File: src/rtl/mem_arbiter.sv
// Byte-wide RAM port arbiter between instruction fetch and the MEM stage.
// Serialises 1/2/4-byte accesses and assembles little-endian read data.
module mem_arbiter #(
  parameter int unsigned ADDR_W = 32
) (
  input  logic              clk,
  input  logic              rst,
  input  logic              jumpout,
  input  logic              if_req,
  input  logic [ADDR_W-1:0] if_addr,
  output logic [31:0]       if_data,
  output logic              if_done,
  input  logic              mem_req,
  input  logic              mem_we,
  input  logic [1:0]        mem_size,
  input  logic [ADDR_W-1:0] mem_addr,
  input  logic [31:0]       mem_wdata,
  output logic [31:0]       mem_rdata,
  output logic              mem_done,
  output logic [ADDR_W-1:0] ram_addr,
  output logic              ram_wr,
  output logic [7:0]        ram_dout,
  input  logic [7:0]        ram_din,
  output logic              stallreq_if,
  output logic              stallreq_mem
);

  typedef enum logic [1:0] {
    IDLE,
    IF_RD,
    MEM_RD,
    MEM_WR
  } state_t;

  state_t              state_q, state_d;
  logic [2:0]          cnt_q, cnt_d;
  logic [2:0]          nbytes_q, nbytes_d;
  logic [23:0]         wdata_q, wdata_d;
  logic [31:0]         rdata_q, rdata_d;
  logic [ADDR_W-1:0]   addr_q, addr_d;
  logic [7:0]          dout_q, dout_d;
  logic                wr_q, wr_d;
  logic                ifdone_q, ifdone_d;
  logic                memdone_q, memdone_d;
  logic [1:0]          bidx;

  function automatic logic [2:0] size_bytes(input logic [1:0] s);
    case (s)
      2'b00:   return 3'd1;
      2'b01:   return 3'd2;
      default: return 3'd4;
    endcase
  endfunction

  always_ff @(posedge clk) begin
    if (!rst) begin
      state_q   <= IDLE;
      cnt_q     <= '0;
      nbytes_q  <= '0;
      wdata_q   <= '0;
      rdata_q   <= '0;
      addr_q    <= '0;
      dout_q    <= '0;
      wr_q      <= 1'b0;
      ifdone_q  <= 1'b0;
      memdone_q <= 1'b0;
    end else begin
      state_q   <= state_d;
      cnt_q     <= cnt_d;
      nbytes_q  <= nbytes_d;
      wdata_q   <= wdata_d;
      rdata_q   <= rdata_d;
      addr_q    <= addr_d;
      dout_q    <= dout_d;
      wr_q      <= wr_d;
      ifdone_q  <= ifdone_d;
      memdone_q <= memdone_d;
    end
  end

  always_comb begin
    state_d   = state_q;
    cnt_d     = cnt_q;
    nbytes_d  = nbytes_q;
    wdata_d   = wdata_q;
    rdata_d   = rdata_q;
    addr_d    = addr_q;
    dout_d    = dout_q;
    wr_d      = 1'b0;
    ifdone_d  = 1'b0;
    memdone_d = 1'b0;
    // Byte captured at an edge belongs to the address presented two edges earlier.
    bidx      = cnt_q[1:0] - 2'd1;

    unique case (state_q)
      IDLE: begin
        if (mem_req) begin
          nbytes_d = size_bytes(mem_size);
          addr_d   = mem_addr;
          cnt_d    = '0;
          rdata_d  = '0;
          // Store data is kept as a shift register of the bytes still to be sent.
          wdata_d  = mem_wdata[31:8];
          if (mem_we) begin
            dout_d  = mem_wdata[7:0];
            wr_d    = 1'b1;
            state_d = MEM_WR;
          end else begin
            state_d = MEM_RD;
          end
        end else if (if_req && !jumpout) begin
          nbytes_d = 3'd4;
          addr_d   = if_addr;
          cnt_d    = '0;
          rdata_d  = '0;
          state_d  = IF_RD;
        end
      end

      IF_RD, MEM_RD: begin
        if (state_q == IF_RD && jumpout) begin
          state_d = IDLE;
          cnt_d   = '0;
        end else begin
          if (cnt_q != '0) begin
            rdata_d[{bidx, 3'b000} +: 8] = ram_din;
          end
          if (cnt_q == nbytes_q) begin
            state_d = IDLE;
            cnt_d   = '0;
            if (state_q == IF_RD) begin
              ifdone_d = 1'b1;
            end else begin
              memdone_d = 1'b1;
            end
          end else begin
            cnt_d = cnt_q + 3'd1;
            if (cnt_q + 3'd1 < nbytes_q) begin
              addr_d = addr_q + ADDR_W'(1);
            end
          end
        end
      end

      MEM_WR: begin
        if (cnt_q + 3'd1 < nbytes_q) begin
          addr_d  = addr_q + ADDR_W'(1);
          dout_d  = wdata_q[7:0];
          wdata_d = {8'h00, wdata_q[23:8]};
          wr_d    = 1'b1;
          cnt_d   = cnt_q + 3'd1;
        end else begin
          memdone_d = 1'b1;
          state_d   = IDLE;
          cnt_d     = '0;
        end
      end

      default: state_d = IDLE;
    endcase
  end

  assign if_data      = rdata_q;
  assign mem_rdata    = rdata_q;
  assign if_done      = ifdone_q;
  assign mem_done     = memdone_q;
  assign ram_addr     = addr_q;
  assign ram_wr       = wr_q;
  assign ram_dout     = dout_q;
  assign stallreq_if  = if_req & ~ifdone_q;
  assign stallreq_mem = mem_req & ~memdone_q;

endmodule
File: config.mk
export PLATFORM = sky130hd
export DESIGN_NAME = mem_arbiter
export DESIGN_NICKNAME = d
export VERILOG_FILES = /design/src/rtl/mem_arbiter.sv
export SDC_FILE = /design/constraint.sdc
export NUM_CORES = 1
export LEC_CHECK = 0
export ABC_AREA = 1
export CORE_ASPECT_RATIO = 0.75
export CORE_MARGIN = 4
export CORE_UTILIZATION = 36
export CTS_BUF_LIST = sky130_fd_sc_hd__clkbuf_16
export CTS_CLUSTER_DIAMETER = 200
export CTS_CLUSTER_SIZE = 8
export DETAILED_ROUTE_END_ITERATION = 12
export PLACE_DENSITY = 0.63
export SKIP_CTS_REPAIR_TIMING = 1
export SLEW_MARGIN = 20
export SYNTH_ARGS = -nofsm -noshare
export SYNTH_HDL_FRONTEND = slang
export SYNTH_SLANG_ARGS = --single-unit
export TNS_END_PERCENT = 5
File: constraint.sdc
create_clock -name clk -period 2.6 [get_ports clk]
set_clock_uncertainty 0.05 [all_clocks]
set_input_delay 0.26 -clock clk [delete_from_list [all_inputs] [get_ports clk]]
set_output_delay 0.26 -clock clk [all_outputs]
set_load 0.01 [all_outputs]
==> results of run 1 <==
cell type report:
class,instances,area share
Inverter,73,0.0308
Tap cell,242,0.0336
Clock buffer,9,0.0250
Multi-Input combinational cell,806,0.404
Clock inverter,7,0.00806
Timing Repair Buffer,238,0.260
Sequential cell,107,0.238
flip-flops by register name, summed over array words and instances (netlist names):
signal,count
state_q,2
ram_addr,32
cnt_q,3
if_data,32
mem_done,1
if_done,1
wdata_q,24
ram_dout,8
ram_wr,1
nbytes_q,3
final timing paths:
kind / slack [ns] / endpoint / cells after the start / startpoint
setup / recovery: 0.25 / wdata_q[14] / 11 / cnt_q[0]
hold / removal: 0.39 / nbytes_q[1] / 3 / rst
setup reg to reg: 0.25 / wdata_q[14] / 11 / cnt_q[0]
hold reg to reg: 0.42 / wdata_q[22] / 2 / wdata_q[22]
worst max-delay path: cells and delay by family (launching register included):
kind                       cells  cell delay, ns
and+or+nand+nor                5            0.66
adders and majority gates      2            0.60
buffers and inverters          3            0.49
DFF                            1            0.35
AOI/OAI and AO/OA              1            0.13
metrics by stage:
step	hold slack, ns	worst slack [ns]	std cells
6_report	0.392	0.246	1482
5_1_grt	0.427	-0.00819	1482
4_1_cts	0.380	0.112	1482
3_5_place_dp	0.411	0.134	1466
3_3_place_gp	0.406	0.247	1466
2_1_floorplan	0.370	0.308	1063
placed cells by master, fill, tap and decap left out, drive strengths merged, types with 10 or more instances in the layout:
cell	count
nor2	191
o21ai	69
nand4	16
a21oi	76
inv	74
nor3	10
nand3	89
clkdlybuf4s50	219
buf	19
nand2	326
ha	13
dfxtp	107
power breakdown:
part	total (mW)	internal, mW	switching [mW]
registers	2.53	2.07	0.460
logic	3.85	1.61	2.24
clock network	1.40	0.753	0.645
logic make-up after synthesis:
group / synth area share
fa+ha+maj: 0.0250
compound gates: 0.124
xor+xnor: 0.00270
simple gates: 0.405
flops: 0.330
buf+inv: 0.114
per-layer routing:
metal | GRT usage | up-vias | share of wire
met5 | 0 | - | 0
met4 | 0.0419 | 0 | 0.0081
met3 | 0.0526 | 14 | 0.075
met2 | 0.288 | 245 | 0.41
met1 | 0.309 | 3169 | 0.50
li1 | - | 3723 | -
==> out/qor.csv, run 1 <==
stage,metric,value,unit
cts,total CTS buffers,9,
setup_path,worst path required time,2.84,ns
layout,post-synthesis to final-layout area growth,38.5,%
yosys,Post-Syn Nets,1188,
sta,Rel. slew slack,0.570,
yosys,asr flop ratio synth,0,
setup_path,CP dominant cell by count,nand2_1,
floorplanning,# rows,42,
layout,Util after Layout,0.508,
routing,vias per cell,4.83,
yosys,most frequent cell after synthesis,nand2_1,
grt,largest net degree at the start of global routing,54,
cts,Worst-path clk slew,0.08,ns
status,outcome,completed,
yosys,Yosys cell types,34,
floorplanning,I/O Pins,221,
yosys,dominant synthesized flop cell,dfxtp_1,
yosys,Commonest cells post-synth,"nand2_1 (320), nor2_1 (182), dfxtp_1 (107)",
sta,Final Hold Fails,0,
run,max-cap violations,0,
hold_path,min-delay worst type,in2reg,
sta,Final Setup Violations,0,
layout,share of layout cells above drive strength 1,0.0516,
sta,Least-Margin Pin Slew,0.643,ns
routing,DRT antenna net count,0,
setup_path,crit-path cells,"buf_4, clkinv_1, ha_1, ha_1, nand3_1, nand2_1, nand2_1, nand2_1, buf_4, o21ai_0, nor2_1",
setup_path,critical path startpoint category,flip-flop,
yosys,YS warnings,0,
yosys,"flops & latches, synth",107,
setup_path,Worst Path Arrival,2.59,ns
yosys,sequential fraction of the synthesis area,0.330,
power,Peak VDD IR,0.446,mV
layout,Antenna diodes,0,
layout,nets,1360,
layout,cell area after layout,0.00900,sq mm
yosys,Post-Syn Instances,1063,
grt,number of global-route vias before repair,6472,
grt,first-pass GRT wire length,33900,um
sta,Max Fclk,0.425,GHz
cts,CTS root buf,clkbuf_16,
sta,fin crit share,0.905,
routing,vias,7151,
cts,clock latency on the worst-skew pair,0.35,ns
grt,Total GRT Usage,0.203,
placed_design,input/output buffers,220,
floorplanning,Core Footprint,0.0177,sq mm
floorplanning,Initial Util,0.367,
power,Leak,3.66,nW
routing,DRC,0,
cts,Clock Tree Buf Depth,2,
floorplanning,die span in x,163,um
routing,DR iter-0 viols,545,
routing,DRT Pass-1 Iters,5,
setup_path,CP max stage delay,0.35,ns
setup_path,crit-path max FO,24,
sta,total negative slack,0,ns
yosys,ranking of synthesized cells by area,"dfxtp_1 (33%), nand2_1 (18%), nor2_1 (11%)",
grt,grt total ovfl,0,
cts,TritonCTS Sinks,107,
placed_design,DP Area,0.00868,sq mm
setup_path,CP Class,reg2reg,
cts,H-tree levels,3,
yosys,Syn Area/Cell,6.11,sq um
layout,Fill cells,1837,
yosys,Post-synth EDFFs,0,
sta,Pins Over Slew Limit,0,
yosys,post-synthesis cell area,0.00650,sq mm
yosys,Yosys top cell by area,dfxtp_1,
placed_design,GPL Wtd Cong,0.917,
power,total chip power,7.78,mW
routing,Wirelength per Cell,14.3,um
routing,DRT Wirelength,21200,um
sta,RSZ-0062 raised after global routing,true,
placed_design,DP HPWL,15900,um
floorplanning,Die Footprint,0.0203,sq mm
floorplanning,chip height,124,um
setup_path,worst-path cell with the longest stage delay,dfxtp_1,
grt,initial antenna violation count,0,
yosys,Synth top area share,0.330,
layout,register area,0.00214,sq mm
sta,Final Critical Period,2.35,ns
layout,multi-input logic area,0.00364,sq mm
setup_path,Worst Setup End Kind,flip-flop,
power,Cell Pwr Density,864,mW/mm^2
cts,CTS tree,done,
Note: power is estimated with default switching activity, not from simulation.
==> run 2, diff against run 1 <==
--- a/config.mk
+++ b/config.mk
@@ -13,6 +13,7 @@
 export CTS_CLUSTER_DIAMETER = 200
 export CTS_CLUSTER_SIZE = 8
 export DETAILED_ROUTE_END_ITERATION = 12
+export GPL_ROUTABILITY_DRIVEN = 1
 export PLACE_DENSITY = 0.63
 export SKIP_CTS_REPAIR_TIMING = 1
 export SLEW_MARGIN = 20
==> results of run 2 <==
The final DEF is identical to that of run 1; final timing and power are the same.
==> run 3, diff against run 2 <==
--- a/config.mk
+++ b/config.mk
@@ -7,14 +7,15 @@
 export LEC_CHECK = 0
 export ABC_AREA = 1
 export CORE_ASPECT_RATIO = 0.75
-export CORE_MARGIN = 4
 export CORE_UTILIZATION = 36
 export CTS_BUF_LIST = sky130_fd_sc_hd__clkbuf_16
 export CTS_CLUSTER_DIAMETER = 200
 export CTS_CLUSTER_SIZE = 8
 export DETAILED_ROUTE_END_ITERATION = 12
 export GPL_ROUTABILITY_DRIVEN = 1
+export HOLD_SLACK_MARGIN = 0.03
 export PLACE_DENSITY = 0.63
+export SETUP_SLACK_MARGIN = 0.2
 export SKIP_CTS_REPAIR_TIMING = 1
 export SLEW_MARGIN = 20
 export SYNTH_ARGS = -nofsm -noshare
==> run 3 against run 2 <==
Core utilization is 0.88 points higher. Critical path depth stayed put. Die area shrank 8.3%. Clock-buffer cell count stayed put. Hold slack worse by 0.14 ns. Non-clock buffer count grew 5. Global-route usage rose by 2.1 points. Flip-flop and latch count is the same. Fmax grew 2.9%. Total power is 3.9% higher. Sequential share of layout area down 0.29 points. Critical path type unchanged. Critical endpoint is now ram_addr[22]. Largest power group unchanged.
==> out/qor.csv, run 3 (synthesized netlist as in run 1, its figures left out) <==
stage,metric,value,unit
status,outcome,completed,
setup_path,CP dominant cell by count,nand2_1,
sta,Rel. slew slack,0.698,
placed_design,input/output buffers,220,
placed_design,DP HPWL,15700,um
power,Cell Pwr Density,885,mW/mm^2
routing,DRC,0,
power,Peak VDD IR,0.341,mV
layout,nets,1365,
floorplanning,chip height,118,um
grt,initial antenna violation count,0,
routing,vias,7238,
routing,DR iter-0 viols,554,
routing,Wirelength per Cell,14.3,um
cts,CTS root buf,clkbuf_16,
floorplanning,Core Footprint,0.0177,sq mm
sta,Final Setup Violations,0,
layout,Antenna diodes,0,
run,max-cap violations,0,
power,P_sw,3.51,mW
grt,largest net degree at the start of global routing,55,
cts,clock latency on the worst-skew pair,0.36,ns
cts,Clock Tree Buf Depth,2,
setup_path,crit-path cells,"ha_4, xor2_2, ha_1, a21oi_1, nand2_1, a21oi_4, nand2_4, clkbuf_16, nand2_1, nand2_1, a21oi_1",
sta,total negative slack,0,ns
setup_path,worst-path cell with the longest stage delay,dfxtp_2,
sta,Max Fclk,0.437,GHz
setup_path,worst path required time,2.85,ns
setup_path,CP max stage delay,0.41,ns
routing,DRT Pass-1 Iters,5,
cts,Worst-path clk slew,0.08,ns
setup_path,Worst Path Arrival,2.53,ns
routing,vias per cell,4.87,
power,Gate power share,0.498,
routing,DRT Wirelength,21300,um
power,total chip power,8.08,mW
setup_path,Worst Setup End Kind,flip-flop,
layout,"most common cell after layout, fill and taps aside",nand2_1,
power,Internal Power,4.57,mW
cts,H-tree levels,3,
sta,Final Critical Period,2.29,ns
sta,Pins Over Slew Limit,0,
sta,Final Hold Fails,0,
layout,share of layout cells above drive strength 1,0.0586,
layout,post-synthesis to final-layout area growth,40.5,%
grt,number of global-route vias before repair,6451,
hold_path,min-delay worst type,in2reg,
floorplanning,die span in x,157,um
floorplanning,Initial Util,0.368,
grt,first-pass GRT wire length,32900,um
sta,RSZ-0062 raised after global routing,true,
cts,CTS tree,done,
sta,fin crit share,0.880,
power,share of power burned in registers,0.315,
routing,DRT antenna net count,0,
floorplanning,Die Footprint,0.0186,sq mm
placed_design,GPL Wtd Cong,0.949,
power,Leak,3.71,nW
power,clock power share,0.186,
grt,Total GRT Usage,0.224,
setup_path,crit-path max FO,20,
cts,TritonCTS Sinks,107,
sta,Least-Margin Pin Slew,0.451,ns
setup_path,critical path startpoint category,flip-flop,
grt,grt total ovfl,0,
layout,most frequent cells in the layout,"nand2_1 (318), clkdlybuf4s50_1 (219), nor2_1 (182)",
floorplanning,# rows,42,
floorplanning,I/O Pins,221,
power,Net Sw Frac,0.434,
sta,worst hold slack,0.249,ns
cts,total CTS buffers,9,
setup_path,CP Class,reg2reg,
## run 3: cell count changes in the layout (fill, tap and decap cells not counted), sizes merged
cell / previous run / this run
buf: 19 / 23
clkinv: 4 / 6
clkbuf: 9 / 10
clkinvlp: 1 / 0
inv: 74 / 73
## run 3: final timing paths
path / start / slack, ns / endpoint / cells after the start
max reg2reg: cnt_q[0] / 0.31 / ram_addr[22] / 11
min: rst / 0.25 / wdata_q[13] / 3
min reg2reg: wdata_q[23] / 0.42 / wdata_q[23] / 2
max: cnt_q[0] / 0.31 / ram_addr[22] / 11
## run 3: power groups by stage
stage	sequential, mW	combinational (mW)	clock [mW]
after global routing	2.60	4.51	1.60
after floorplan	2.58	2.34	0
after CTS	2.54	3.87	1.54
after global placement	2.57	3.81	0
after detailed placement	2.57	3.85	0
final	2.55	4.03	1.50
## run 3: through the flow
stage	utilization	worst slack, ns	instances	area [sq um]
after CTS	0.512	0.0695	1484	9040
final	0.517	0.313	1487	9130
after detailed placement	0.493	0.0937	1468	8710
after floorplan	-	0.308	1063	6500
after global routing	0.517	0.150	1487	9130
after global placement	0.493	0.184	1468	8710
## run 3: routing by layer
metal / up-vias / share of wire / global-route usage
li1: 3719 / - / -
met1: 3251 / 0.49 / 0.331
met3: 16 / 0.083 / 0.0473
met5: - / 0 / 0
met4: 0 / 0.011 / 0.0473
met2: 252 / 0.41 / 0.330
## run 3: layout make-up
type | count | area [sq um]
Timing Repair Buffer | 243 | 2420
Sequential cell | 107 | 2150
Multi-Input combinational cell | 806 | 3650
Clock inverter | 7 | 108
Clock buffer | 9 | 225
Inverter | 73 | 282
Fill cell | 1828 | 8520
Tap cell | 242 | 303
## run 3: critical path, delay by kind of cell (launching register included)
| kind | cells | cell delay, ns |
|---|---|---|
| fa+ha+maj | 2 | 0.46 |
| compound gates | 3 | 0.52 |
| simple gates | 4 | 0.37 |
| flops | 1 | 0.41 |
| buf+inv | 1 | 0.21 |
| xor+xnor | 1 | 0.18 |
